## config.mk

```make
export PLATFORM = sky130hd
export DESIGN_NAME = player_cmd_arbiter
export DESIGN_NICKNAME = d
export VERILOG_FILES = /design/src/rtl/player_cmd_pkg.sv /design/src/rtl/cmd_fifo.sv /design/src/rtl/player_cmd_arbiter.sv
export SDC_FILE = /design/constraint.sdc
export NUM_CORES = 1
export LEC_CHECK = 0
export ABC_AREA = 1
export BUFFER_PORTS_ARGS = -buffer_cell sky130_fd_sc_hd__buf_2
export CORE_ASPECT_RATIO = 0.8
export CORE_MARGIN = 2
export CORE_UTILIZATION = 51
export CTS_CLUSTER_DIAMETER = 40
export DETAILED_ROUTE_END_ITERATION = 16
export PLACE_DENSITY = 0.77
export REMOVE_ABC_BUFFERS = 1
export SETUP_SLACK_MARGIN = 0.5
export SYNTH_ARGS = -nofsm -noshare
export SYNTH_HDL_FRONTEND = slang
export SYNTH_HIERARCHICAL = 1
export SYNTH_SLANG_ARGS = --single-unit
export TNS_END_PERCENT = 20
```

## constraint.sdc

```tcl
create_clock -name clk -period 4 [get_ports clk]
set_input_delay 1.2 -clock clk [delete_from_list [all_inputs] [get_ports clk]]
set_output_delay 1.2 -clock clk [all_outputs]
set_load 0.005 [all_outputs]
```

## src/rtl/player_cmd_pkg.sv

```systemverilog
// player_cmd_pkg -- shared opcodes, direction codes, arbiter state type and
// a saturating 8-bit add used by the player command arbiter.
package player_cmd_pkg;

   // Instruction opcodes (instr[15:12])
   localparam logic [3:0] HPY = 4'h1;
   localparam logic [3:0] DPY = 4'h2;
   localparam logic [3:0] MOV = 4'h5;

   // Movement direction codes (operand of a MOV instruction)
   localparam logic [7:0] UP    = 8'h00;
   localparam logic [7:0] LEFT  = 8'h01;
   localparam logic [7:0] DOWN  = 8'h02;
   localparam logic [7:0] RIGHT = 8'h03;

   typedef enum logic {IDLE = 1'b0, ISSUE = 1'b1} arb_state_e;

   function automatic logic [7:0] sat_add8(input logic [7:0] a, input logic [7:0] b);
      logic [8:0] s;
      s = {1'b0, a} + {1'b0, b};
      return s[8] ? 8'hFF : s[7:0];
   endfunction

endpackage

```

## src/rtl/cmd_fifo.sv

```systemverilog
// cmd_fifo -- damage-amount store for the player command arbiter.
//   PLAYER_CMD_QUEUE_EN defined   : DEPTH-entry FIFO (DEPTH power of two).
//   PLAYER_CMD_QUEUE_EN undefined : single-entry holding register, full = occupied.
// A push is accepted when not full, or when full and a pop happens in the
// same cycle (the freed slot is reused, occupancy unchanged).
// Ports: clk, reset (sync, active high), push/push_data, pop,
//        data (head entry), full, empty.
module cmd_fifo #(
   parameter int DEPTH = 4
) (
   input  logic       clk,
   input  logic       reset,
   input  logic       push,
   input  logic [7:0] push_data,
   input  logic       pop,
   output logic [7:0] data,
   output logic       full,
   output logic       empty
);

`ifdef PLAYER_CMD_QUEUE_EN
   localparam int AW = (DEPTH > 1) ? $clog2(DEPTH) : 1;

   logic [7:0]    mem [DEPTH];
   logic [AW-1:0] wp, rp;
   logic [AW:0]   cnt;
   logic          do_push, do_pop;

   assign full    = (cnt == (AW+1)'(DEPTH));
   assign empty   = (cnt == '0);
   assign data    = mem[rp];
   assign do_pop  = pop && !empty;
   assign do_push = push && (!full || do_pop);

   always_ff @(posedge clk) begin
      if (reset) begin
         wp  <= '0;
         rp  <= '0;
         cnt <= '0;
      end else begin
         if (do_push) wp <= wp + AW'(1);
         if (do_pop)  rp <= rp + AW'(1);
         if (do_push && !do_pop)      cnt <= cnt + (AW+1)'(1);
         else if (!do_push && do_pop) cnt <= cnt - (AW+1)'(1);
      end
   end

   always_ff @(posedge clk) begin
      if (do_push) mem[wp] <= push_data;
   end
`else
   logic [7:0] hold;
   logic       occ;

   assign full  = occ;
   assign empty = !occ;
   assign data  = hold;

   always_ff @(posedge clk) begin
      if (reset) begin
         occ  <= 1'b0;
         hold <= '0;
      end else if (push && (!occ || pop)) begin
         occ  <= 1'b1;
         hold <= push_data;
      end else if (pop) begin
         occ  <= 1'b0;
      end
   end
`endif

endmodule

```

## src/rtl/player_cmd_arbiter.sv

```systemverilog
// player_cmd_arbiter -- merges heal, damage and movement requests into a
// single valid/ready instruction stream {op[3:0], operand[7:0], 4'h0}.
// Priority at grant: heal > damage queue head > movement.
// Macro PLAYER_CMD_QUEUE_EN selects a QDEPTH-entry damage FIFO; without it
// the damage store is a single holding register.
// Ports: clk, reset (sync, active high); mov_req/mov_dir (level),
//        dmg_req/dmg_amt and heal_req/heal_amt (pulses); instr/instr_valid/
//        instr_ready handshake; q_full; drop_cnt (saturating).
module player_cmd_arbiter
   import player_cmd_pkg::*;
#(
   parameter int QDEPTH = 4
) (
   input  logic        clk,
   input  logic        reset,
   input  logic        mov_req,
   input  logic [7:0]  mov_dir,
   input  logic        dmg_req,
   input  logic [7:0]  dmg_amt,
   input  logic        heal_req,
   input  logic [7:0]  heal_amt,
   output logic [15:0] instr,
   output logic        instr_valid,
   input  logic        instr_ready,
   output logic        q_full,
   output logic [7:0]  drop_cnt
);

   arb_state_e  state, state_nxt;
   logic [15:0] instr_q, grant_instr;
   logic        grant, grant_heal;
   logic        hs, q_pop, q_push, q_empty, dmg_ok;
   logic [7:0]  q_head;

   // Heal amount accumulated since the last heal grant. A heal arriving in
   // the grant cycle is folded straight into the granted instruction.
   logic        heal_vld;
   logic [7:0]  heal_acc, heal_sum;
   logic        heal_have;

   assign instr       = instr_q;
   assign instr_valid = (state == ISSUE);
   assign hs          = instr_valid && instr_ready;
   assign heal_have   = heal_vld || heal_req;
   assign heal_sum    = heal_req ? sat_add8(heal_acc, heal_amt) : heal_acc;

   // Head is only released once its instruction is accepted.
   assign q_pop  = hs && (instr_q[15:12] == DPY);
   assign dmg_ok = dmg_req && (dmg_amt != 8'h00);
   assign q_push = dmg_ok;

   cmd_fifo #(.DEPTH(QDEPTH)) u_dmg_q (
      .clk       (clk),
      .reset     (reset),
      .push      (q_push),
      .push_data (dmg_amt),
      .pop       (q_pop),
      .data      (q_head),
      .full      (q_full),
      .empty     (q_empty)
   );

   always_ff @(posedge clk) begin
      if (reset) state <= IDLE;
      else       state <= state_nxt;
   end

   always_comb begin
      state_nxt   = state;
      grant       = 1'b0;
      grant_heal  = 1'b0;
      grant_instr = instr_q;
      case (state)
         IDLE: begin
            if (heal_have) begin
               grant       = 1'b1;
               grant_heal  = 1'b1;
               grant_instr = {HPY, heal_sum, 4'h0};
            end else if (!q_empty) begin
               grant       = 1'b1;
               grant_instr = {DPY, q_head, 4'h0};
            end else if (mov_req) begin
               grant       = 1'b1;
               grant_instr = {MOV, mov_dir, 4'h0};
            end
            if (grant) state_nxt = ISSUE;
         end
         ISSUE: if (hs) state_nxt = IDLE;
         default: state_nxt = IDLE;
      endcase
   end

   always_ff @(posedge clk) begin
      if (reset) begin
         instr_q  <= '0;
         heal_vld <= 1'b0;
         heal_acc <= '0;
         drop_cnt <= '0;
      end else begin
         if (grant) instr_q <= grant_instr;
         if (grant_heal) begin
            heal_vld <= 1'b0;
            heal_acc <= '0;
         end else begin
            heal_vld <= heal_have;
            heal_acc <= heal_sum;
         end
         // A same-cycle pop frees a slot, so only a full queue without pop drops.
         if (dmg_ok && q_full && !q_pop && drop_cnt != 8'hFF)
            drop_cnt <= drop_cnt + 8'd1;
      end
   end

endmodule

```

==> metrics.md, run 1 <==
| Metric | Value |
|---|---|
| Status | finished, final reports clean |
| DRC violations left | 0 |
| Cells along the critical path | buf_2 > ha_1 > fa_1 > nand2_1 > nand3_1 > nand2_1 > nor2_1 > nor2_1 > nand3_1 > nand3_1 > a21oi_1 |
| Setup Skew | 7.64 ps |
| Slew margin rel. | 53.6% |
| Top Ports | 56 |
| Post-DR vias/cell | 4.97 |
| Final Hold Vio Count | 0 |
| Yosys cell types | 30 |
| Vias | 2158 |
| Crit Path Max Fanout | 5 |
| Worst Setup End Kind | flip-flop |
| Vias in the first global route | 2001 |
| Area of the multi-input gates | 1220 um^2 |
| VDD IR max | 0.000212 V |
| Fmax | 0.381 GHz |
| Total of max-cap violations | 0 |
| Maximum root-to-sink buffer count | 2 |
| Reg-to-Reg End | instr[11] |
| Number of setup buffers added after CTS | 0 |
| DP Wirelength | 3830 um |
| PortBufs | 50 |
| N_diodes | 0 |
| CP Depth | 11 |
| Slowest-stage cell, CP | fa_1 |
| Cells after synthesis | 328 |
| Post-cts hold buffer count | 0 |
| Floorplan row count | 21 |
| First-pass GRT wire length | 8690 um |
| Final min period | 2620 ps |
| CTS Buf Count | 5 |
| Crit path to | instr[11] |
| ANT nets after route | 0 |
| Pin count of the biggest net entering global routing | 21 |
| Pre-CTS worst setup slack | 1070 ps |
| Layout net count | 416 |
| Reg clk slew, reported paths | 70 ps |
| Crit path top cell by count | nand3_1 |
| Clock latency on the worst-skew pair | 290 ps |
| Final Util | 61.3% |
| DR pass1 iterations | 7 |
| PD cells | 356 nW/um^2 |
| Final period util | 65.6% |
| Wirelength per Cell | 11.3 um |
| Worst Slack Setup Final | 1380 ps |
| Worst EP required | 4180 ps |
| Synthesized area | 2240 um^2 |
| Number of H-tree levels | 2 |
| Root Driver | clkbuf_8 |
| Post-synth EDFFs | 0 |
| Top-area cell type share of the netlist area | 33.9% |
| Met2 Usage GRT | 33.7% |
| Worst r2r src | heal_acc[0] |
| DIE HEIGHT | 63.3 um |
| Register area share after synthesis | 33.9% |
| Leakage dissipation | 1.31 nW |
| Filler cells | 408 |
| Slew Viols, Final | 0 |
| Share of layout cells above drive strength 1 | 20.7% |
| Core area | 4200 um^2 |
| CP top delay family | simple AND/OR/NAND/NOR gates |
| Worst setup path start | heal_amt[0] |
| Setup TNS | 0 ps |
| GR Util met1 | 30.7% |
| Met3 usage | 4.58% |
| Chip width | 78.2 um |
| FF/Latch Area | 761 um^2 |
| HP Class | flip-flop to flip-flop |
| Most frequent cell after synthesis | nand2_1 |
| Iter 0 DRT Violations | 95 |
| GRT Util Overall | 21.9% |
| Worst path max stage delay | 380 ps |
| Crit path kind | primary input to flip-flop |
| CTS tree | yes |
| RSZ-0062 raised after global routing | false |
| CTS-repair resized insts | 0 |
| Crit path DAT | 2800 ps |
| WHS | 483 ps |
| GRT Max-Usage Layer | met2 |
| Buf/Inv on CP | 1 |
| Power Total | 0.918 mW |
| Worst r2r path cells | 10 |
| Overflow after GRT | 0 |
| Placer Congestion | 0.864 |
| Post-synth top area cell | dfxtp_1 |
| Routed wire length | 4920 um |
| Main area contributors after synthesis | dfxtp_1, nand2_1, a21oi_1 |
| Ys flop type | dfxtp_1 |
| Initial Utilization | 53.4% |
| Seq cells post-synth | 38 |
| Yosys synthesis warning count | 6 |
| Avg Cell Area, Syn | 6.84 um^2 |
| Setup Viol. Count Final | 0 |
| Area growth syn-to-layout | 14.8% |
| R2R setup slack | 2070 ps |
| Die area | 4950 um^2 |
| Post-synth ARST share | 0% |
| Most frequent cells after synthesis | nand2_1, a21oi_1, dfxtp_1, inv_1, nor2_1 |
| CTS sink count | 38 |
| Initial antenna violation count | 0 |
| Startpoint Class | primary input |
| Slew @ Worst Pin | 692 ps |
[layout by cell type, fill, tap and decap left out, types with 6 or more instances in the layout]
cell      instances
nand2_1          60
buf_2            50
a21oi_1          39
nor2_1           38
inv_1            38
dfxtp_1          38
nand3_1          22
o21ai_1          20
nand4_1          10
or2_2             9
ha_1              9
clkbuf_8          6
[kinds of logic (layout without fill, tap and decap cells)]
logic type | count (synthesis) | after routing | synth area share [%]
simple gates | 151 | 151 | 31.1
flops | 38 | 38 | 33.9
buf+inv | 58 | 103 | 12.2
compound gates | 64 | 64 | 14.4
other cells | 1 | 5 | 0.167
xor+xnor | 6 | 6 | 2.34
fa+ha+maj | 10 | 10 | 5.91
[how the worst min path moves through the flow]
stage | from | slack (ps) | endpoint | cells after the start
final | drop_cnt[7] | 480 | drop_cnt[7] | 2
after global routing | drop_cnt[7] | 500 | drop_cnt[7] | 2
after CTS | drop_cnt[7] | 480 | drop_cnt[7] | 2
after detailed placement | drop_cnt[7] | 470 | drop_cnt[7] | 2
after global placement | drop_cnt[7] | 470 | drop_cnt[7] | 2
after floorplan | u_dmg_q/data[0] | 450 | u_dmg_q/data[0] | 2
[tightest hold or removal path: stages (launching register included)]
cell and delay (ps):
dfxtp_1 320, nand2_1 60, a21oi_1 60
[layer usage]
layer / part of all wire (%) / up-vias / wire (um)
met5: 0 / - / 0
met4: 1.0 / 0 / 50
met3: 4.6 / 5 / 228
met2: 43 / 49 / 2140
met1: 51 / 954 / 2500
li1: - / 1150 / -
[metrics by stage]
stage	std cells	instance area (um^2)
after floorplan	317	2150
after global placement	426	2480
after detailed placement	426	2480
after CTS	434	2580
after global routing	434	2580
final	434	2580
[registers in the layout, summed over array words and instances (netlist names)]
name,flops
heal_acc,8
drop_cnt,8
u_dmg_q/data,8
instr,11
u_dmg_q/full,1
heal_vld,1
instr_valid,1
[where the power goes]
group          leakage (nW)  switching (mW)  internal, mW
Clock                0.0482           0.132         0.139
Combinational         0.949           0.129        0.0876
Sequential            0.313          0.0203         0.409
Total                  1.31           0.282         0.636
[final cells by class]
type / count / share of cell area (%)
multi-input cells: 236 / 47.5
inverters: 43 / 6.36
clock inverters: 1 / 0.194
clock buffers: 7 / 3.35
flip-flops and latches: 38 / 29.5
repair buffers: 52 / 10.3
well taps: 57 / 2.77
Power figures use the tool's default switching activity.
==> run 2, diff against run 1 <==
--- a/config.mk
+++ b/config.mk
@@ -9,10 +9,10 @@
 export BUFFER_PORTS_ARGS = -buffer_cell sky130_fd_sc_hd__buf_2
 export CORE_ASPECT_RATIO = 0.8
 export CORE_MARGIN = 2
-export CORE_UTILIZATION = 51
+export CORE_UTILIZATION = 48
 export CTS_CLUSTER_DIAMETER = 40
 export DETAILED_ROUTE_END_ITERATION = 16
-export PLACE_DENSITY = 0.77
+export PLACE_DENSITY = 0.76
 export REMOVE_ABC_BUFFERS = 1
 export SETUP_SLACK_MARGIN = 0.5
 export SYNTH_ARGS = -nofsm -noshare
==> constraint.sdc (replaced) <==
create_clock -name clk -period 2.3 [get_ports clk]
set_input_delay 0.69 -clock clk [delete_from_list [all_inputs] [get_ports clk]]
set_output_delay 0.69 -clock clk [all_outputs]
set_load 0.005 [all_outputs]
==> run 2 against run 1 <==
Power is 89% higher. Global-route usage fell by 1.2 points. Critical path depth increased by 1. Highest routed layer unchanged. Non-clock buffer count rose by 8. Setup slack got worse by 960 ps. Via count increased by 2.6%. Routed wire length rose by 6.3%.
==> metrics.md, run 2 (synthesized netlist as in run 1, its figures left out) <==
| Metric | Value |
|---|---|
| Worst EP required | 2470 ps |
| First-pass GRT wire length | 8420 um |
| Die area | 5240 um^2 |
| Final Util | 60.2% |
| PortBufs | 50 |
| Commonest non-fill, non-tap cells in the layout | nand2_1, buf_2, nor2_1, inv_1, dfxtp_1 |
| Initial antenna violation count | 0 |
| Hold Path Stages | 2 |
| Final Hold Vio Count | 0 |
| Setup Viol. Count Final | 0 |
| Final period util | 82.0% |
| GRT Util Overall | 20.6% |
| Layout net count | 424 |
| R2R setup slack | 550 ps |
| Most common cell after layout, fill and taps aside | nand2_1 |
| FF/Latch Area | 761 um^2 |
| DIE HEIGHT | 65.1 um |
| Root Driver | clkbuf_8 |
| Wirelength per Cell | 11.8 um |
| Leakage dissipation | 1.37 nW |
| Iter 0 DRT Violations | 75 |
| Crit Path Max Fanout | 5 |
| Max reg flops | 11 |
| Reg-to-Reg End | instr[8] |
| Pin count of the biggest net entering global routing | 21 |
| Post-DR vias/cell | 4.99 |
| Filler cells | 436 |
| HP Class | flip-flop to flip-flop |
| Startpoint Class | primary input |
| Worst r2r src | heal_acc[0] |
| Routed wire length | 5230 um |
| CTS tree | yes |
| Slew margin rel. | 53.4% |
| Clock latency on the worst-skew pair | 290 ps |
| Slew Viols, Final | 0 |
| DR pass1 iterations | 4 |
| Initial Utilization | 49.4% |
| DRC violations left | 0 |
| Pre-CTS worst setup slack | -25.8 ps |
| CTS Buf Count | 5 |
| Floorplan row count | 22 |
| Chip width | 80.4 um |
| Setup Skew | 10.3 ps |
| Crit path kind | primary input to flip-flop |
| Area after DPL | 2530 um^2 |
| Worst setup path start | heal_amt[0] |
| Slew @ Worst Pin | 694 ps |
| PD cells | 633 nW/um^2 |
| Fmax | 0.530 GHz |
| Overflow after GRT | 0 |
| Reg clk slew, reported paths | 80 ps |
| Vias | 2214 |
| Hold endpoint | instr[12] |
| RSZ-0062 raised after global routing | true |
| DP Wirelength | 3990 um |
| Number of H-tree levels | 2 |
| ANT nets after route | 0 |
| Post-cts hold buffer count | 0 |
| Maximum root-to-sink buffer count | 2 |
| Share of layout cells above drive strength 1 | 25.8% |
| VDD IR max | 0.000332 V |
| Worst Slack Setup Final | 414 ps |
| Core area | 4540 um^2 |
| Placer Congestion | 0.900 |
| Area growth syn-to-layout | 21.9% |
| Total of max-cap violations | 0 |
| Worst r2r path cells | 11 |
| Vias in the first global route | 1917 |
| Worst Setup End Kind | flip-flop |
| CTS sink count | 38 |
| Design Area, Final | 2740 um^2 |
| N_diodes | 0 |
| Status | finished, final reports clean |
| Crit path DAT | 2060 ps |
| Hold_sp | instr[12] |
| Area of the multi-input gates | 1290 um^2 |
| Final min period | 1890 ps |
| Top Ports | 56 |
==> run 2: worst max-delay path by stage <==
stage,slack (ps),cells after the start,end
after global routing,350,12,instr[8]
after CTS,400,12,instr[8]
final,410,12,instr[8]
after global placement,-10,11,instr[7]
after detailed placement,-30,11,instr[10]
after floorplan,170,10,instr[8]
==> run 2: metrics by stage <==
stage,power (mW),std cells,hold WS [ps],TNS [ps]
2_1_floorplan,1.01,317,452,0
3_3_place_gp,1.14,435,465,-43.1
3_5_place_dp,1.15,435,468,-128
4_1_cts,1.73,443,483,0
5_1_grt,1.83,444,518,0
6_report,1.73,444,481,0
==> run 2: layer usage <==
layer / vias to the layer above / GRT usage [%] / routed length [um] / part of all wire [%]
met2: 56 / 31.4 / 2260 / 43
met1: 989 / 28.8 / 2590 / 50
met5: - / 0 / 0 / 0
met3: 5 / 4.95 / 323 / 6.2
met4: 0 / 6.99 / 48 / 0.92
li1: 1164 / - / - / -
==> run 2: critical path, cell delays in order <==
cell and delay, ps:
buf_6 90, ha_4 150, fa_2 340, nand2_2 110, nand3_4 80, nand2_2 80
nor2_1 40, nor2_1 80, buf_4 140, nand4_1 100, nand3_1 90, a21oi_1 70
==> run 2: timing repair <==
item                       CTS  global route
setup buffers                1             1
gates cloned                 0             0
resized for setup            8             9
setup endpoints to repair   16            17
pin swaps                    7             8
==> run 2: layout make-up <==
cell class,instances,area share (%)
clock buffer,6,3.02
clock inverter,1,1.10
inverter,43,5.99
multi-input combinational,236,47.2
sequential,38,27.8
tap,60,2.74
timing repair buffer,60,12.1
==> run 2: where the power goes <==
| part | internal [mW] | switching (mW) | leakage [nW] | total [mW] |
|---|---|---|---|---|
| clock network | 0.347 | 0.221 | 0.0573 | 0.568 |
| registers | 0.712 | 0.0365 | 0.313 | 0.748 |
| logic | 0.173 | 0.242 | 0.998 | 0.416 |
| total | 1.23 | 0.500 | 1.37 | 1.73 |
==> run 3, diff against run 2 <==
--- a/config.mk
+++ b/config.mk
@@ -9,10 +9,10 @@
 export BUFFER_PORTS_ARGS = -buffer_cell sky130_fd_sc_hd__buf_2
 export CORE_ASPECT_RATIO = 0.8
 export CORE_MARGIN = 2
-export CORE_UTILIZATION = 48
+export CORE_UTILIZATION = 51
 export CTS_CLUSTER_DIAMETER = 40
 export DETAILED_ROUTE_END_ITERATION = 16
-export PLACE_DENSITY = 0.76
+export PLACE_DENSITY = 0.77
 export REMOVE_ABC_BUFFERS = 1
 export SETUP_SLACK_MARGIN = 0.5
 export SYNTH_ARGS = -nofsm -noshare
==> constraint.sdc (replaced) <==
create_clock -name clk -period 1.85 [get_ports clk]
set_input_delay 0.555 -clock clk [delete_from_list [all_inputs] [get_ports clk]]
set_output_delay 0.555 -clock clk [all_outputs]
set_load 0.005 [all_outputs]
==> run 3 against run 2 <==
Die area is 5.6% lower. Global-route usage increased by 2.7 points. Sequential share of layout area fell by 2.2 points. Combinational power is 48% higher. Core utilization increased by 15 points. Clock skew about the same. Routed wire length is 21% higher. Setup slack worse by 340 ps. Clock power increased by 4.6%. Via count is 13% higher.
==> metrics.md, run 3 (synthesized netlist as in run 1, its figures left out) <==
| Metric | Value |
|---|---|
| Worst EP required | 2030 ps |
| Initial antenna violation count | 0 |
| Setup TNS | 0 ps |
| Pin count of the biggest net entering global routing | 18 |
| GRT Util Overall | 23.3% |
| Startpoint Class | primary input |
| N_diodes | 0 |
| RSZ-0062 raised after global routing | true |
| Most common cell after layout, fill and taps aside | nand2_1 |
| Crit path kind | primary input to flip-flop |
| Post-DR vias/cell | 5.31 |
| Floorplan row count | 21 |
| DRC violations left | 0 |
| FF/Latch Area | 807 um^2 |
| Worst r2r src | heal_acc[0] |
| Final min period | 1780 ps |
| Vias | 2497 |
| Root Driver | clkbuf_8 |
| Number of H-tree levels | 2 |
| Fmax | 0.562 GHz |
| Reg clk slew, reported paths | 80 ps |
| Total of max-cap violations | 0 |
| First-pass GRT wire length | 9370 um |
| Worst Setup End Kind | flip-flop |
| Clock latency on the worst-skew pair | 290 ps |
| DP Wirelength | 4110 um |
| VDD IR max | 0.000504 V |
| Buf/Inv on CP | 2 |
| Routed wire length | 6340 um |
| Cells along the critical path | buf_6 > ha_4 > fa_2 > nand2_2 > nand3_4 > nand2_4 > nor2_2 > nor2_1 > buf_4 > nand4_1 > nand3_1 > a21oi_1 |
| Placer Congestion | 0.854 |
| Core area | 4200 um^2 |
| Hold_sp | u_dmg_q/data[3] |
| Wirelength per Cell | 13.5 um |
| CP top delay family | simple AND/OR/NAND/NOR gates |
| Setup Viol. Count Final | 0 |
| Die area | 4950 um^2 |
| ANT nets after route | 0 |
| Final Util | 75.1% |
| Final Hold Vio Count | 0 |
| Status | finished, final reports clean |
| Overflow after GRT | 0 |
| Final period util | 96.1% |
| Area of the multi-input gates | 1410 um^2 |
| Maximum root-to-sink buffer count | 2 |
| Layout net count | 452 |
| Worst setup path start | heal_amt[0] |
| Worst path max stage delay | 350 ps |
| Chip width | 78.2 um |
| Vias in the first global route | 2138 |
| CTS sink count | 38 |
| Top Ports | 56 |
| Initial Utilization | 53.4% |
| HP Class | flip-flop to flip-flop |
| CTS Buf Count | 5 |
| Crit path DAT | 1950 ps |
| Share of layout cells above drive strength 1 | 39.2% |
| Iter 0 DRT Violations | 203 |
| DIE HEIGHT | 63.3 um |
| Slowest-stage cell, CP | fa_2 |
| DR pass1 iterations | 4 |
| WHS | 487 ps |
| Filler cells | 311 |
| Setup Skew | 10.4 ps |
| Slew Viols, Final | 0 |
| Power Total | 2.14 mW |
| Max reg flops | 11 |
| Crit Path Max Fanout | 5 |
| Area growth syn-to-layout | 40.7% |
| Commonest non-fill, non-tap cells in the layout | nand2_1, buf_2, inv_1 |
| PortBufs | 50 |
| CTS tree | yes |
| PD cells | 679 nW/um^2 |
| Leakage dissipation | 1.56 nW |
-- run 3: cell count changes in the layout (fill, tap and decap cells not counted), moves of 4 or more --
cell     previous run  this run
nor2_1             38        29
dfxtp_4             0        11
buf_6               1        14
buf_2              49        38
nor2_2              0         9
dfxtp_1            38        23
buf_4              10        34
dfxtp_2             0         4
-- run 3: stage by stage --
stage	worst slack, ps	area [um^2]	instances
floorplan	-144	2150	317
global placement	-332	2640	447
detailed placement	-371	2640	447
CTS	63.9	2800	459
global route	-21.5	3160	470
finish	71.4	3160	470
-- run 3: cell type report --
class,instances,share of cell area [%]
Clock buffer,7,2.73
Inverter,43,5.19
Timing Repair Buffer,87,19.3
Multi-Input combinational cell,237,44.7
Tap cell,57,2.26
Sequential cell,38,25.6
Clock inverter,1,0.159
-- run 3: where the power goes --
part           switching, mW  internal (mW)  leakage (nW)
registers             0.0556          0.879         0.322
clock network          0.293          0.301        0.0482
logic                  0.335          0.280          1.19
-- run 3: what timing repair did --
action                     in CTS  in global routing
gates resized for setup         9                 78
setup endpoints to repair      41                 51
hold buffers                    0                  0
buffers inserted                4                 10
pin swaps                       7                 22
gates cloned                    0                  1
-- run 3: path summary, 6_finish.rpt --
check        slack [ps]  cells past startpoint               to
min                 490                      2  u_dmg_q/data[3]
min reg2reg         490                      2  u_dmg_q/data[3]
max                  70                     12         instr[8]
max reg2reg          80                     11         instr[8]
-- run 3: tightest hold or removal path, delay by kind of cell (launching register included) --
family | cells | cell delay (ps)
simple gates | 1 | 80
flops | 1 | 330
compound gates | 1 | 40
-- run 3: per-layer routing --
metal	track usage [%]	up-vias	share of wire, %
met5	0	-	0
met4	5.48	0	1.3
met3	4.73	11	6.4
met2	37.0	101	48
met1	32.7	1152	45
li1	-	1233	-
